**config.mk**
```make
export PLATFORM = sky130hd
export DESIGN_NAME = qam16_tx_sequencer_flat
export DESIGN_NICKNAME = d
export VERILOG_FILES = /design/src/rtl/qam16_pkg.sv /design/src/rtl/qam16_tx_sequencer_if.sv /design/src/rtl/qam16_slot_timer.sv /design/src/rtl/qam16_tx_sequencer.sv /design/src/flat_wrapper.sv
export SDC_FILE = /design/constraint.sdc
export NUM_CORES = 1
export LEC_CHECK = 0
export ABC_AREA = 1
export CORE_MARGIN = 3
export CORE_UTILIZATION = 55
export CTS_CLUSTER_DIAMETER = 30
export DETAILED_ROUTE_END_ITERATION = 10
export PLACE_DENSITY = 0.9
export SLEW_MARGIN = 15
export SYNTH_ARGS = -nofsm -noshare
export SYNTH_HDL_FRONTEND = slang
export SYNTH_SLANG_ARGS = --single-unit
```
**constraint.sdc**
```tcl
create_clock -name clk -period 2.1 [get_ports clk]
set_input_delay 0.42 -clock clk [delete_from_list [all_inputs] [get_ports clk]]
set_output_delay 0.42 -clock clk [all_outputs]
set_load 0.02 [all_outputs]
```
**src/rtl/qam16_pkg.sv**
```systemverilog
// Shared types and constants for the QAM16 transmit-chain sequencer.
// Holds the frame state enum, symbol width, preamble symbols and the flush-slot helper.
package qam16_pkg;

   typedef enum logic [1:0] {
      S_IDLE     = 2'd0,
      S_PREAMBLE = 2'd1,
      S_PAYLOAD  = 2'd2,
      S_FLUSH    = 2'd3
   } tx_seq_state_t;

   localparam int QAM16_SYM_W = 4;

   localparam logic [QAM16_SYM_W-1:0] PRE_SYM_A = 4'h0;
   localparam logic [QAM16_SYM_W-1:0] PRE_SYM_B = 4'hF;

   // Zero slots needed to push the last real symbol through a TAPS-long FIR at OSR samples per slot.
   function automatic int flush_slots(input int taps, input int osr);
      return (taps + osr - 1) / osr;
   endfunction

endpackage

```
**src/rtl/qam16_tx_sequencer_if.sv**
```systemverilog
// Symbol-stream bundle: payload source handshake in, paced symbol slots out to the mapper.
// Handshake: a payload symbol moves on a cycle where din_valid and din_ready are both high; din_ready is never conditioned on din_valid.
interface qam16_tx_sequencer_if;
   import qam16_pkg::*;

   logic [QAM16_SYM_W-1:0] din;
   logic                   din_valid;
   logic                   din_ready;
   logic [QAM16_SYM_W-1:0] sym_out;
   logic                   sym_strobe;
   logic                   sym_zero;

   modport master (
      input  din, din_valid,
      output din_ready, sym_out, sym_strobe, sym_zero
   );

   modport slave (
      output din, din_valid,
      input  din_ready, sym_out, sym_strobe, sym_zero
   );

endinterface

```
**src/rtl/qam16_slot_timer.sv**
```systemverilog
// Slot phase counter: counts 0..OSR-1 while enabled and flags the last and next-to-last phase.
// A clear loads CLEAR_PHASE so the owner can choose where the first slot boundary lands.
module qam16_slot_timer #(
   parameter int OSR         = 4,
   parameter int CLEAR_PHASE = 0
) (
   input  logic clk,
   input  logic reset,
   input  logic i_clear,
   input  logic i_en,
   output logic o_wrap,
   output logic o_pre_wrap
);

   localparam int PH_W = (OSR > 2) ? $clog2(OSR) : 1;

   logic [PH_W-1:0] r_phase;

   always_ff @(posedge clk) begin
      if (reset) begin
         r_phase <= '0;
      end else if (i_clear) begin
         r_phase <= PH_W'(CLEAR_PHASE);
      end else if (i_en) begin
         r_phase <= o_wrap ? '0 : r_phase + PH_W'(1);
      end
   end

   assign o_wrap     = i_en && (r_phase == PH_W'(OSR - 1));
   assign o_pre_wrap = i_en && (r_phase == PH_W'(OSR - 2));

endmodule

```
**src/rtl/qam16_tx_sequencer.sv**
```systemverilog
// Frame controller for the QAM16 transmitter: paces slots, sends preamble, pulls payload, flushes the FIR.
// Define QAM16_TX_SEQ_PREAMBLE_EN to include the preamble phase; otherwise a frame opens straight into payload.
module qam16_tx_sequencer
   import qam16_pkg::*;
#(
   parameter int OSR          = 4,
   parameter int TAPS         = 11,
   parameter int PREAMBLE_LEN = 8
) (
   input  logic                        clk,
   input  logic                        reset,
   input  logic                        i_start,
   input  logic [7:0]                  i_frame_len,
   qam16_tx_sequencer_if.master        sym_if,
   output logic                        o_fir_en,
   output logic                        o_busy,
   output logic                        o_done,
   output logic                        o_underrun,
   output tx_seq_state_t               o_state
);

   localparam int F    = flush_slots(TAPS, OSR);
   localparam int FL_W = (F > 1) ? $clog2(F) : 1;

`ifdef QAM16_TX_SEQ_PREAMBLE_EN
   localparam int PRE_W       = (PREAMBLE_LEN > 1) ? $clog2(PREAMBLE_LEN) : 1;
   localparam int START_PHASE = 0;
   logic [PRE_W-1:0] r_pre_cnt;
`else
   // No preamble: the start cycle is treated as the last phase of a virtual slot, so it doubles as the first ready cycle.
   localparam int START_PHASE = OSR - 1;
`endif

   tx_seq_state_t          r_state;
   logic [7:0]             r_len;
   logic [7:0]             r_pay_cnt;
   logic [FL_W-1:0]        r_flush_cnt;
   logic                   r_din_ready;
   logic [QAM16_SYM_W-1:0] r_sym_out;
   logic                   r_sym_strobe;
   logic                   r_sym_zero;
   logic                   r_busy;
   logic                   r_done;
   logic                   r_underrun;

   logic w_start;
   logic w_wrap;
   logic w_pre_wrap;
   logic w_pre_last;
   logic w_slot_end;

   assign w_start = (r_state == S_IDLE) && i_start;

`ifdef QAM16_TX_SEQ_PREAMBLE_EN
   assign w_pre_last = (r_pre_cnt == PRE_W'(PREAMBLE_LEN - 1));
`else
   assign w_pre_last = 1'b0;
`endif

   // Wraps that launch either a payload slot or the first flush slot.
   assign w_slot_end = w_wrap && ((r_state == S_PAYLOAD) || ((r_state == S_PREAMBLE) && w_pre_last));

   qam16_slot_timer #(
      .OSR         (OSR),
      .CLEAR_PHASE (START_PHASE)
   ) u_slot_timer (
      .clk        (clk),
      .reset      (reset),
      .i_clear    (w_start),
      .i_en       (r_busy),
      .o_wrap     (w_wrap),
      .o_pre_wrap (w_pre_wrap)
   );

   always_ff @(posedge clk) begin
      if (reset) begin
         r_state      <= S_IDLE;
         r_len        <= '0;
         r_pay_cnt    <= '0;
         r_flush_cnt  <= '0;
         r_din_ready  <= 1'b0;
         r_sym_out    <= '0;
         r_sym_strobe <= 1'b0;
         r_sym_zero   <= 1'b0;
         r_busy       <= 1'b0;
         r_done       <= 1'b0;
         r_underrun   <= 1'b0;
`ifdef QAM16_TX_SEQ_PREAMBLE_EN
         r_pre_cnt    <= '0;
`endif
      end else begin
         r_sym_strobe <= 1'b0;
         r_sym_zero   <= 1'b0;
         r_done       <= 1'b0;
         case (r_state)
            S_IDLE: begin
               if (i_start) begin
                  r_len       <= i_frame_len;
                  r_underrun  <= 1'b0;
                  r_pay_cnt   <= '0;
                  r_flush_cnt <= '0;
                  r_busy      <= 1'b1;
`ifdef QAM16_TX_SEQ_PREAMBLE_EN
                  r_state      <= S_PREAMBLE;
                  r_pre_cnt    <= '0;
                  r_sym_out    <= PRE_SYM_A;
                  r_sym_strobe <= 1'b1;
`else
                  r_state      <= S_PAYLOAD;
                  r_din_ready  <= (i_frame_len != 8'd0);
`endif
               end
            end
`ifdef QAM16_TX_SEQ_PREAMBLE_EN
            S_PREAMBLE: begin
               if (w_pre_wrap) r_din_ready <= w_pre_last && (r_len != 8'd0);
               if (w_wrap && !w_pre_last) begin
                  r_pre_cnt    <= r_pre_cnt + PRE_W'(1);
                  r_sym_out    <= r_pre_cnt[0] ? PRE_SYM_A : PRE_SYM_B;
                  r_sym_strobe <= 1'b1;
               end
            end
`endif
            S_PAYLOAD: begin
               if (w_pre_wrap) r_din_ready <= (r_pay_cnt < r_len);
            end
            S_FLUSH: begin
               if (w_wrap) begin
                  if (r_flush_cnt == FL_W'(F - 1)) begin
                     r_state <= S_IDLE;
                     r_busy  <= 1'b0;
                     r_done  <= 1'b1;
                  end else begin
                     r_flush_cnt  <= r_flush_cnt + FL_W'(1);
                     r_sym_strobe <= 1'b1;
                     r_sym_zero   <= 1'b1;
                  end
               end
            end
            default: r_state <= S_IDLE;
         endcase

         // A ready cycle with no data still spends the slot, but as an uncounted zero slot.
         if (w_slot_end) begin
            r_din_ready  <= 1'b0;
            r_sym_strobe <= 1'b1;
            if (!r_din_ready) begin
               r_state    <= S_FLUSH;
               r_sym_out  <= '0;
               r_sym_zero <= 1'b1;
            end else if (sym_if.din_valid) begin
               r_state   <= S_PAYLOAD;
               r_sym_out <= sym_if.din;
               r_pay_cnt <= r_pay_cnt + 8'd1;
            end else begin
               r_state    <= S_PAYLOAD;
               r_sym_out  <= '0;
               r_sym_zero <= 1'b1;
               r_underrun <= 1'b1;
            end
         end
      end
   end

   assign sym_if.din_ready  = r_din_ready;
   assign sym_if.sym_out    = r_sym_out;
   assign sym_if.sym_strobe = r_sym_strobe;
   assign sym_if.sym_zero   = r_sym_zero;
   assign o_fir_en          = r_busy;
   assign o_busy            = r_busy;
   assign o_done            = r_done;
   assign o_underrun        = r_underrun;
   assign o_state           = r_state;

endmodule
```
**src/flat_wrapper.sv**
```systemverilog
// flat-port wrapper written by rule: the top's interface ports become plain ports
module qam16_tx_sequencer_flat import qam16_pkg::*;
#(
   parameter int OSR          = 4,
   parameter int TAPS         = 11,
   parameter int PREAMBLE_LEN = 8
)
  (clk, reset, i_start, i_frame_len, o_fir_en, o_busy, o_done, o_underrun, o_state, sym_if_din, sym_if_din_valid, sym_if_din_ready, sym_if_sym_out, sym_if_sym_strobe, sym_if_sym_zero);
  qam16_tx_sequencer_if sym_if_i ();
  input  logic clk;
  input  logic reset;
  input  logic i_start;
  input  logic [7:0] i_frame_len;
  output logic o_fir_en;
  output logic o_busy;
  output logic o_done;
  output logic o_underrun;
  output tx_seq_state_t o_state;
  input wire logic [$bits(sym_if_i.din)-1:0] sym_if_din;
  input wire logic [$bits(sym_if_i.din_valid)-1:0] sym_if_din_valid;
  output wire logic [$bits(sym_if_i.din_ready)-1:0] sym_if_din_ready;
  output wire logic [$bits(sym_if_i.sym_out)-1:0] sym_if_sym_out;
  output wire logic [$bits(sym_if_i.sym_strobe)-1:0] sym_if_sym_strobe;
  output wire logic [$bits(sym_if_i.sym_zero)-1:0] sym_if_sym_zero;
  assign sym_if_i.din = sym_if_din;
  assign sym_if_i.din_valid = sym_if_din_valid;
  assign sym_if_din_ready = sym_if_i.din_ready;
  assign sym_if_sym_out = sym_if_i.sym_out;
  assign sym_if_sym_strobe = sym_if_i.sym_strobe;
  assign sym_if_sym_zero = sym_if_i.sym_zero;
  qam16_tx_sequencer #(.OSR(OSR), .TAPS(TAPS), .PREAMBLE_LEN(PREAMBLE_LEN)) u_core (.clk(clk), .reset(reset), .i_start(i_start), .i_frame_len(i_frame_len), .sym_if(sym_if_i), .o_fir_en(o_fir_en), .o_busy(o_busy), .o_done(o_done), .o_underrun(o_underrun), .o_state(o_state));
endmodule
```
## Word level (Yosys, flattened, before mapping)

Index checks and enable logic that the tools add are counted.

- Bits in registers: 32
- Input bits: 16
- Output and inout bits: 13
- Logic and storage cells: 88

- Add/subtract/negate cells: 3
- Magnitude comparators: 1
- Equal/unequal tests: 14
- Mux-type cells: 40
- Bitwise logic cells: 2
- Reductions and logical operators: 16

Operator list:

| kind | number |
|---|---|
| $mux W8 | 5 |
| $mux W2 | 10 |
| $mux W1 | 19 |
| $reduce_and A4 Y1 | 3 |
| $eq A2 B2 Y1 const B | 5 |
| $add A8 B1 Y8 const B | 1 |
| $lt A8 B8 Y1 | 1 |
| $mux W4 | 2 |
| $ne A2 B2 Y1 const B | 4 |
| $reduce_bool A8 Y1 | 1 |
| $ne A3 B2 Y1 const B | 2 |
| $pmux W2 S3 | 1 |
| $reduce_bool A2 Y1 | 3 |
| $add A2 B1 Y2 const B | 2 |
| $logic_and A1 B1 Y1 | 4 |
| $ne A2 B1 Y1 const B | 2 |
| $pmux W1 S2 | 2 |
| $pmux W2 S2 | 1 |
| $ne A3 B1 Y1 const B | 1 |
| $reduce_and A3 Y1 | 1 |
| $reduce_or A3 Y1 | 1 |
| $logic_not A2 Y1 | 1 |
| $not A1 Y1 | 2 |
| $reduce_and A2 Y1 | 1 |
| $reduce_or A2 Y1 | 1 |

## Longest topological paths before layout

Gate-level depths: netlist of the first run.

- Depth in word-level cells: 7
- Mapped depth: 9
- Gate-level depth less buffers: 9

## Modules after synthesis

Synthesis of the first run repeated with hierarchy kept, for this count alone.

- Cell total of the unflattened synthesis: 227
- Area, all modules: 1689.1 um^2

By module, submodules not included:

| module | instances | cells an instance | area each (um^2) | sequential area each (um^2) |
|---|---|---|---|---|
| qam16_tx_sequencer | 1 | 210 | 1569.0 | 600.6 |
| qam16_slot_timer | 1 | 17 | 120.1 | 40.0 |

## Worst setup path after synthesis of the first run

No wires, ideal clock.

- Path type: reg-to-reg
- Start: register u_core.r_busy (netlist: u_core.o_busy)
- End: register u_core.r_pay_cnt[7]
- Setup time: 0.116 ns
- Data arrival time: 1.393 ns
- Required time: 1.984 ns
- Setup slack: 0.591 ns
- Cell stages (with the launch flop): 7
- Buffers on the path: 1
- Period minus slack after synthesis: 1.509 ns
- Cells stage by stage: dfxtp_1 -> nand2_2 -> nor3_4 -> nand2_4 -> buf_6 -> nor3_2 -> nor2_1

- Cells in the longest elaborated chain, start to end: 3

RTL lines:

| what | line | source |
|---|---|---|
| start, declared | qam16_tx_sequencer.sv:42 | `logic r_busy;` |
| start signal, assigned | qam16_tx_sequencer.sv:85 | `r_busy <= 1'b0;` |
| start signal, assigned | qam16_tx_sequencer.sv:102 | `r_busy <= 1'b1;` |
| start signal, assigned | qam16_tx_sequencer.sv:131 | `r_busy <= 1'b0;` |
| $logic_and A1 B1 Y1 | qam16_slot_timer.sv:29 | `assign o_wrap = i_en && (r_phase == PH_W'(OSR - 1));` |
| $logic_and A1 B1 Y1 | qam16_tx_sequencer.sv:61 | `assign w_slot_end = w_wrap && ((r_state == S_PAYLOAD) \|\| ((r_state == S_PREAMBLE) && w_pre_last));` |
| $mux W8 | qam16_tx_sequencer.sv:144 | `if (w_slot_end) begin` |
| end signal, assigned | qam16_tx_sequencer.sv:154 | `r_pay_cnt <= r_pay_cnt + 8'd1;` |
| end, declared | qam16_tx_sequencer.sv:36 | `logic [7:0] r_pay_cnt;` |

No other way between the ends.
A chain may end at the register's enable or synchronous reset.

## Worst setup path after layout of the first run

- Start: register u_core.r_busy (netlist: u_core.o_busy)
- End: output o_busy

RTL lines:

| what | line | source |
|---|---|---|
| end, declared | flat_wrapper.sv:15 | `output logic o_busy;` |

No word-level cell between the ends.

==> results of run 1 <==
state kept, by name (all words and copies together) (netlist names):
signal                       cells
u_core.r_len                     8
u_core.r_pay_cnt                 8
u_core.r_flush_cnt               2
u_core.sym_if.sym_zero           1
u_core.sym_if.sym_out            4
u_core.o_underrun                1
u_core.sym_if.sym_strobe         1
u_core.sym_if.din_ready          1
u_core.o_state                   2
u_core.o_done                    1
u_core.o_busy                    1
u_core.u_slot_timer.r_phase      2
stage by stage:
stage          setup slack [ns]  cells  hold WS [ns]  total power [mW]
2_1_floorplan             0.591    225         0.433             0.825
3_3_place_gp              0.460    281         0.444             0.906
3_5_place_dp              0.367    281         0.449             0.915
4_1_cts                   0.170    289         0.466              1.44
5_1_grt                   0.101    289         0.490              1.50
6_report                  0.198    289         0.467              1.44
cell type report:
class                           count  share of cell area
Clock buffer                        7              0.0322
Clock inverter                      1              0.0148
Timing Repair Buffer               33               0.157
Multi-Input combinational cell    156               0.406
Inverter                           29              0.0538
Tap cell                           31              0.0192
Sequential cell                    32               0.317
cells in the final DEF (no fill, tap or decap):
cell type / count
inv_1: 29
o211ai_1: 1
a21oi_1: 22
nor2_1: 21
clkbuf_4: 5
or2_2: 2
nor3_4: 1
ha_1: 11
nor3_2: 1
bufinv_16: 1
clkdlybuf4s50_1: 28
o21ai_0: 25
nand3b_1: 1
nand2_4: 1
nand3_1: 14
a21boi_0: 1
nor3b_1: 1
nor3_1: 2
nand4_1: 5
nand2_1: 46
clkbuf_8: 2
dfxtp_1: 32
nand2_2: 1
buf_4: 5
worst max-delay path by stage:
stage | cells after the start | start | end | slack, ns
detailed placement | 5 | i_start | u_core.r_len[7]$_SDFFE_PP0P_ | 0.37
finish | 1 | u_core.o_busy$_SDFFE_PP0P_ | o_busy | 0.20
global route | 1 | u_core.o_busy$_SDFFE_PP0P_ | o_busy | 0.10
global placement | 5 | i_start | u_core.r_len[5]$_SDFFE_PP0P_ | 0.46
floorplan | 6 | u_core.o_busy$_SDFFE_PP0P_ | u_core.r_pay_cnt[7]$_SDFF_PP0_ | 0.59
CTS | 1 | u_core.o_busy$_SDFFE_PP0P_ | o_fir_en | 0.17
cell usage after synthesis, types with 3 or more instances:
cell	count	area, sq um
nand3_1	14	70.1
nor2_1	21	78.8
o21ai_0	25	125
a21oi_1	22	110
nand4_1	5	31.3
clkbuf_1	3	11.3
buf_2	3	15.0
ha_1	11	138
inv_1	29	109
nand2_1	46	173
dfxtp_1	32	641
cells by family after synthesis:
kind of cell               Yosys count  share of synthesized area
buffers and inverters               37                     0.0952
AOI/OAI and AO/OA                   49                      0.155
adders and majority gates           11                     0.0851
and+or+nand+nor                     96                      0.269
DFF                                 32                      0.396
power groups by stage:
stage / combinational, mW / clock (mW) / sequential [mW]
2_1_floorplan: 0.141 / 0 / 0.684
3_3_place_gp: 0.229 / 0 / 0.677
3_5_place_dp: 0.237 / 0 / 0.678
4_1_cts: 0.241 / 0.539 / 0.664
5_1_grt: 0.273 / 0.562 / 0.669
6_report: 0.240 / 0.532 / 0.664
worst register-to-register path: cells and delay by family, from the launching register on:
kind / cells / cell delay (ns)
AO/OA/AOI/OAI: 2 / 0.25
adder cells (fa/ha/maj): 1 / 0.19
flip-flops: 1 / 0.36
AND/OR/NAND/NOR: 3 / 0.66
layer usage:
metal  track usage  up-vias
li1              -      806
met1         0.256      667
met2         0.323       52
met3        0.0670        8
met4        0.0949        0
met5             0        -
==> flow_metrics.py, run 1 <==
metrics = {
    "die": {
        "coreArea_sq_um": 2780,
        "design.portCount": 29,
        "fp.dieArea_sq_um": 3630,
        "num_rows": 19,
        "dieWidth_um": 60.2,
        "dieHeight_um": 60.2,
        "start_util": 0.581,
    },
    "worst_setup_path": {
        "required_ns": 1.68,
        "cp_slowest_cell": "clkdlybuf4s50_1",
        "r2r-start": "u_core.u_slot_timer.r_phase[1]$_SDFFE_PP0P_",
        "crit_arrival_ns": 1.48,
        "ff2ff_path_depth": 6,
        "timing.rr.end": "u_core.r_pay_cnt[1]$_SDFF_PP0_",
        "critPathMaxFanout": 9,
        "worst-setup-path-type": "register to output port",
        "cp_cell_sequence": "clkdlybuf4s50_1",
        "crit_buf_inv": 1,
        "regToRegSetupSlack_ns": 0.53,
        "crit_path_max_incr_delay_ns": 0.66,
        "end_kind": "output port",
        "path_delay_family": "buffers and inverters",
        "cp-start-kind": "register",
    },
    "pwr": {
        "intPower_mw": 1.06,
        "p_comb_frac": 0.167,
        "clockPowerShare": 0.371,
        "pwr-share-seq": 0.462,
        "switching_share": 0.261,
        "p_sw_mw": 0.375,
        "vdd_drop_max_uv": 664,
        "p_leak_nw": 0.888,
        "p_per_area_nw_per_um2": 710,
    },
    "clock_network": {
        "path_clk_slew_ns": 0.10,
        "cts_buffers": 5,
        "cts.sinks": 32,
        "cts_root_buffer": "clkbuf_4",
        "cts_tree": "yes",
        "cts_resized": 0,
        "h-tree-depth": 2,
        "hold_buffers": 0,
        "clockBufferDepth": 2,
        "insertion_delay_ns": 0.35,
        "post-cts-setup-buffers": 0,
    },
    "sta": {
        "hold_violations": 0,
        "relSlewSlack": 0.755,
        "max_freq_mhz": 526,
        "period_minus_slack_ns": 1.90,
        "slew_viol_final": 0,
        "min_period_over_period": 0.906,
        "setup_violations": 0,
        "grt_setup_unrepaired": "false",
        "tns_ns": 0,
        "tightestPinTransition_ns": 0.366,
        "clock_skew_ns": 0.00918,
    },
    "route": {
        "routed_wl_um": 3450,
        "via_per_inst": 5.30,
        "wl_met3_um": 213,
        "ant_nets": 0,
        "m1WireLength_um": 1600,
        "drtPass1Iterations": 4,
        "dr.first_iter.drc_count": 60,
        "highest_layer": "met4",
        "drcViolationCount": 0,
        "via_count": 1533,
        "wl_per_cell_um": 11.9,
        "wl_met2_um": 1570,
    },
    "place": {
        "placed_area_sq_um": 1930,
        "hpwlAfterDp_um": 2490,
        "gp_congestion": 0.827,
        "numPortBuffers": 28,
    },
    "worst_hold_path": {
        "hold_class": "register to register",
        "worstHoldStart": "u_core.r_len[1]$_SDFFE_PP0P_",
        "worstHoldPathCells": 2,
        "hold_path_end": "u_core.r_len[1]$_SDFFE_PP0P_",
    },
    "synth": {
        "async_flop_share": 0,
        "ys_seq_area_frac": 0.396,
        "synthFlopType": "dfxtp_1",
        "ys_ff_latch": 32,
        "syn_inst": 225,
        "avgSynthCellArea_sq_um": 7.18,
        "yosysWarningCount": 0,
        "synth_area_sq_um": 1620,
        "synth_edf_count": 0,
        "synth_fp_nets": 252,
        "synth.distinct_cells": 23,
    },
    "layout": {
        "postLayoutCellArea_sq_um": 2020,
        "antenna_cells": 0,
        "fin_nets": 284,
        "drive_gt1_frac": 0.0736,
        "area_delta_synth_final_pct": 25.2,
        "multi_input_area_sq_um": 822,
        "regArea_sq_um": 641,
        "num-fill-cells": 214,
        "fin_util": 0.727,
    },
    "global_route": {
        "overflow": 0,
        "grt_pass1_vias": 1321,
        "antenna_found_initial": 0,
        "grt_max_degree": 19,
        "grt_pass1_wl_um": 5530,
        "grt_usage": 0.206,
    },
    "flow_run": {
        "max-cap-violations": 0,
    },
    "run_status": {
        "status": "finished clean",
    },
}
Power figures use the tool's default switching activity.
==> inputs of run 2 (changes only) <==
--- a/config.mk
+++ b/config.mk
@@ -7,10 +7,10 @@
 export LEC_CHECK = 0
 export ABC_AREA = 1
 export CORE_MARGIN = 3
-export CORE_UTILIZATION = 55
+export CORE_UTILIZATION = 51
 export CTS_CLUSTER_DIAMETER = 30
 export DETAILED_ROUTE_END_ITERATION = 10
-export PLACE_DENSITY = 0.9
+export PLACE_DENSITY = 0.85
 export SLEW_MARGIN = 15
 export SYNTH_ARGS = -nofsm -noshare
 export SYNTH_HDL_FRONTEND = slang
==> constraint.sdc (replaced) <==
create_clock -name clk -period 1.8 [get_ports clk]
set_input_delay 0.36 -clock clk [delete_from_list [all_inputs] [get_ports clk]]
set_output_delay 0.36 -clock clk [all_outputs]
set_load 0.02 [all_outputs]
==> flow_metrics.py, run 2 (synthesis results as in run 1) <==
metrics = {
    "run_status": {
        "status": "finished clean",
    },
    "route": {
        "via_count": 1544,
        "dr.first_iter.drc_count": 76,
        "drtPass1Iterations": 5,
        "wl_per_cell_um": 11.5,
        "via_per_inst": 5.16,
        "drcViolationCount": 0,
        "routed_wl_um": 3440,
        "ant_nets": 0,
    },
    "sta": {
        "hold_violations": 0,
        "grt_setup_unrepaired": "false",
        "setup_violations": 0,
        "slew_viol_final": 0,
        "tns_ns": 0,
        "period_minus_slack_ns": 1.74,
        "relSlewSlack": 0.595,
        "min_period_over_period": 0.965,
        "whs_ns": 0.462,
        "max_freq_mhz": 576,
        "tightestPinTransition_ns": 0.607,
        "clock_skew_ns": 0.00417,
    },
    "global_route": {
        "grt_pass1_wl_um": 5760,
        "antenna_found_initial": 0,
        "grt_usage": 0.183,
        "grt_pass1_vias": 1370,
        "grt_max_degree": 23,
        "overflow": 0,
    },
    "pwr": {
        "intPower_mw": 1.01,
        "p_leak_nw": 0.871,
        "switching_share": 0.294,
        "p_comb_frac": 0.194,
        "clockPowerShare": 0.264,
        "pwr-share-seq": 0.542,
        "vdd_drop_max_uv": 491,
        "p_per_area_nw_per_um2": 720,
        "p_sw_mw": 0.420,
    },
    "die": {
        "num_rows": 19,
        "dieWidth_um": 62.3,
        "coreArea_sq_um": 2880,
        "design.portCount": 29,
        "dieHeight_um": 62.3,
        "fp.dieArea_sq_um": 3880,
        "start_util": 0.562,
    },
    "clock_network": {
        "insertion_delay_ns": 0.33,
        "clockBufferDepth": 2,
        "h-tree-depth": 2,
        "cts_tree": "yes",
        "cts.sinks": 32,
        "cts_root_buffer": "clkbuf_4",
        "cts_buffers": 5,
        "path_clk_slew_ns": 0.09,
    },
    "layout": {
        "area_delta_synth_final_pct": 22.8,
        "final_common_cell": "nand2_1",
        "layout.cells.non_filler": 299,
        "drive_gt1_frac": 0.0661,
        "fin_util": 0.690,
        "postLayoutCellArea_sq_um": 1990,
        "fin_nets": 284,
        "final_cell_mix": "nand2_1 (46), dfxtp_1 (32), inv_1 (29), clkdlybuf4s50_1 (26), o21ai_0 (25)",
        "antenna_cells": 0,
    },
    "worst_hold_path": {
        "hold_class": "register to register",
        "worstHoldPathCells": 2,
        "worstHoldStart": "u_core.r_len[7]$_SDFFE_PP0P_",
        "hold_path_end": "u_core.r_len[7]$_SDFFE_PP0P_",
    },
    "worst_setup_path": {
        "ff2ff_path_depth": 5,
        "end_kind": "output port",
        "crit_buf_inv": 1,
        "worst-setup-path-type": "register to output port",
        "r2r-start": "u_core.o_state[1]$_SDFFE_PP0P_",
        "cp-start-kind": "register",
        "path_delay_family": "buffers and inverters",
        "cp_slowest_cell": "clkdlybuf4s50_1",
        "crit_cells": 1,
        "critPathMaxFanout": 6,
        "regToRegSetupSlack_ns": 0.32,
        "crit_arrival_ns": 1.38,
        "timing.rr.end": "u_core.r_len[4]$_SDFFE_PP0P_",
        "cp_cell_sequence": "clkdlybuf4s50_1",
        "required_ns": 1.44,
        "crit_path_max_incr_delay_ns": 0.63,
    },
    "flow_run": {
        "max-cap-violations": 0,
    },
    "place": {
        "numPortBuffers": 28,
        "gp_congestion": 0.849,
        "dpl.cell_count": 292,
        "placed_area_sq_um": 1940,
        "hpwlAfterDp_um": 2530,
    },
}
run 2: through the flow:
stage	setup slack [ns]	power (mW)
3_5_place_dp	0.117	1.07
4_1_cts	0.0630	1.43
5_1_grt	0.0305	1.50
2_1_floorplan	0.291	0.962
3_3_place_gp	0.145	1.06
6_report	0.0635	1.43
run 2: area by class of cell:
| class | count | area (sq um) |
|---|---|---|
| Clock buffer | 6 | 41.3 |
| Inverter | 29 | 109 |
| Tap cell | 42 | 52.6 |
| Timing Repair Buffer | 33 | 315 |
| Clock inverter | 1 | 5.00 |
| Multi-Input combinational cell | 156 | 822 |
| Fill cell | 240 | 891 |
| Sequential cell | 32 | 641 |
run 2: worst max-delay path by stage:
stage	startpoint	end	slack, ns
after global placement	i_start	u_core.r_len[1]$_SDFFE_PP0P_	0.15
after global routing	u_core.o_state[0]$_SDFFE_PP0P_	o_state[0]	0.03
final	u_core.o_state[0]$_SDFFE_PP0P_	o_state[0]	0.06
after floorplan	u_core.o_busy$_SDFFE_PP0P_	u_core.r_pay_cnt[7]$_SDFF_PP0_	0.29
after detailed placement	reset	u_core.sym_if.sym_zero$_SDFF_PP0_	0.12
after CTS	u_core.o_state[0]$_SDFFE_PP0P_	o_state[0]	0.06
run 2: repair_timing:
action,4_1_cts,5_1_grt
gates resized for setup,2,0
endpoints found under the setup margin,2,0
buffers inserted,0,0
hold buffers,0,0
run 2: layer usage:
metal | GRT usage | routed length, um | up-vias | part of all wire
met5 | 0 | 0 | - | 0
li1 | - | - | 797 | -
met2 | 0.294 | 1530 | 59 | 0.44
met1 | 0.223 | 1570 | 678 | 0.46
met4 | 0.0937 | 89 | 0 | 0.026
met3 | 0.0505 | 249 | 10 | 0.072
run 2: power groups by stage:
stage / logic [mW] / registers (mW) / clock network, mW
floorplan: 0.164 / 0.799 / 0
global placement: 0.268 / 0.790 / 0
detailed placement: 0.278 / 0.792 / 0
CTS: 0.278 / 0.775 / 0.376
global route: 0.314 / 0.781 / 0.409
finish: 0.277 / 0.775 / 0.377
==> inputs of run 3 (changes only) <==
--- a/config.mk
+++ b/config.mk
@@ -10,7 +10,7 @@
 export CORE_UTILIZATION = 51
 export CTS_CLUSTER_DIAMETER = 30
 export DETAILED_ROUTE_END_ITERATION = 10
-export PLACE_DENSITY = 0.85
+export PLACE_DENSITY_LB_ADDON = 0.12
 export SLEW_MARGIN = 15
 export SYNTH_ARGS = -nofsm -noshare
 export SYNTH_HDL_FRONTEND = slang
==> flow_metrics.py, run 3 (synthesis results as in run 1) <==
metrics = {
    "sta": {
        "period_minus_slack_ns": 1.66,
        "slew_viol_final": 0,
        "max_freq_mhz": 602,
        "hold_violations": 0,
        "clock_skew_ns": 0.0124,
        "grt_setup_unrepaired": "false",
        "tns_ns": 0,
        "worst_slack_ns": 0.138,
        "relSlewSlack": 0.786,
        "tightestPinTransition_ns": 0.320,
        "min_period_over_period": 0.924,
        "setup_violations": 0,
    },
    "global_route": {
        "antenna_found_initial": 0,
        "grt_pass1_wl_um": 5940,
        "grt_pass1_vias": 1344,
        "overflow": 0,
        "grt_max_degree": 14,
        "grt_usage": 0.192,
    },
    "clock_network": {
        "cts.sinks": 32,
        "cts_buffers": 5,
        "post-cts-setup-buffers": 0,
        "cts_tree": "yes",
        "cts_root_buffer": "clkbuf_4",
        "clockBufferDepth": 2,
        "path_clk_slew_ns": 0.10,
        "insertion_delay_ns": 0.34,
        "hold_buffers": 0,
        "h-tree-depth": 2,
    },
    "worst_setup_path": {
        "critPathMaxFanout": 2,
        "required_ns": 1.44,
        "ff2ff_path_depth": 7,
        "cp-start-kind": "register",
        "path_delay_family": "buffers and inverters",
        "worst-setup-path-type": "register to output port",
        "crit_path_max_incr_delay_ns": 0.61,
        "crit_buf_inv": 1,
        "end_kind": "output port",
        "crit_arrival_ns": 1.30,
        "crit_cells": 1,
        "cp_cell_sequence": "clkdlybuf4s50_1",
        "cp_slowest_cell": "clkdlybuf4s50_1",
    },
    "layout": {
        "area_delta_synth_final_pct": 25.7,
        "final_cell_mix": "nand2_1 (46), dfxtp_1 (32), inv_1 (29), o21ai_0 (25), clkdlybuf4s50_1 (23)",
        "num-fill-cells": 259,
        "antenna_cells": 0,
        "fin_util": 0.706,
        "drive_gt1_frac": 0.0805,
        "layout.cells.non_filler": 303,
        "fin_nets": 287,
        "final_common_cell": "nand2_1",
    },
    "die": {
        "design.portCount": 29,
        "dieWidth_um": 62.3,
        "fp.dieArea_sq_um": 3880,
        "num_rows": 19,
        "start_util": 0.562,
        "dieHeight_um": 62.3,
        "coreArea_sq_um": 2880,
    },
    "pwr": {
        "p_per_area_nw_per_um2": 733,
        "p_leak_nw": 0.933,
        "vdd_drop_max_uv": 581,
    },
    "run_status": {
        "status": "finished clean",
    },
    "route": {
        "via_per_inst": 4.90,
        "routed_wl_um": 3400,
        "wl_per_cell_um": 11.2,
        "drtPass1Iterations": 4,
        "via_count": 1486,
        "ant_nets": 0,
        "drcViolationCount": 0,
        "dr.first_iter.drc_count": 86,
    },
    "place": {
        "dpl.cell_count": 295,
        "gp_congestion": 0.852,
        "numPortBuffers": 28,
        "place_ws_ns": 0.129,
        "hpwlAfterDp_um": 2610,
    },
    "flow_run": {
        "max-cap-violations": 0,
    },
    "worst_hold_path": {
        "worstHoldPathCells": 2,
        "hold_class": "register to register",
    },
}
-- run 3: cell count changes in the layout (fill, tap and decap cells not counted), sizes merged --
| cell | before | now |
|---|---|---|
| clkdlybuf4s50 | 26 | 23 |
| clkinv | 1 | 0 |
| buf | 5 | 8 |
| clkbuf | 6 | 7 |
| dlymetal6s2s | 0 | 3 |
| clkinvlp | 0 | 1 |
-- run 3: repair_timing --
| action | 4_1_cts | 5_1_grt |
|---|---|---|
| setup endpoints to repair | 2 | 3 |
| pin swaps | 0 | 0 |
| cloned | 0 | 0 |
| resized for setup | 2 | 3 |
-- run 3: worst paths after layout --
kind	start	to	slack [ns]
max	u_core.sym_if.sym_out[2]$_SDFFE_PP0P_	sym_if_sym_out[2]	0.14
min	u_core.r_len[2]$_SDFFE_PP0P_	u_core.r_len[2]$_SDFFE_PP0P_	0.47
max reg2reg	u_core.r_flush_cnt[0]$_SDFFE_PP0P_	u_core.r_flush_cnt[1]$_SDFFE_PP0P_	0.39
min reg2reg	u_core.r_len[2]$_SDFFE_PP0P_	u_core.r_len[2]$_SDFFE_PP0P_	0.47
-- run 3: layer usage --
layer  global-route usage  wire length, um  vias to the layer above  part of all wire
met5                    0                0                        -                 0
met4               0.0826               60                        0             0.018
met3               0.0721              250                        5             0.074
met2                0.282             1340                       42              0.39
met1                0.251             1750                      631              0.51
li1                     -                -                      808                 -
-- run 3: report_power, final --
group	leakage, nW	internal [mW]	switching [mW]
combinational	0.640	0.120	0.158
clock	0.0315	0.191	0.244
sequential	0.261	0.749	0.0259
total	0.933	1.06	0.428
-- run 3: cell type report --
type / instances / area, sq um / area share
Sequential cell: 32 / 641 / 0.315
Tap cell: 42 / 52.6 / 0.0259
Inverter: 29 / 109 / 0.0536
Clock buffer: 7 / 55.1 / 0.0271
Multi-Input combinational cell: 156 / 822 / 0.405
Timing Repair Buffer: 36 / 345 / 0.170
Clock inverter: 1 / 7.51 / 0.00369
-- run 3: per-stage QoR --
| stage | instance area [sq um] | total power, mW | hold slack (ns) |
|---|---|---|---|
| after floorplan | 1620 | 0.962 | 0.433 |
| after global placement | 1960 | 1.07 | 0.448 |
| after detailed placement | 1960 | 1.07 | 0.451 |
| after CTS | 2020 | 1.50 | 0.468 |
| after global routing | 2030 | 1.59 | 0.492 |
| final | 2030 | 1.49 | 0.466 |
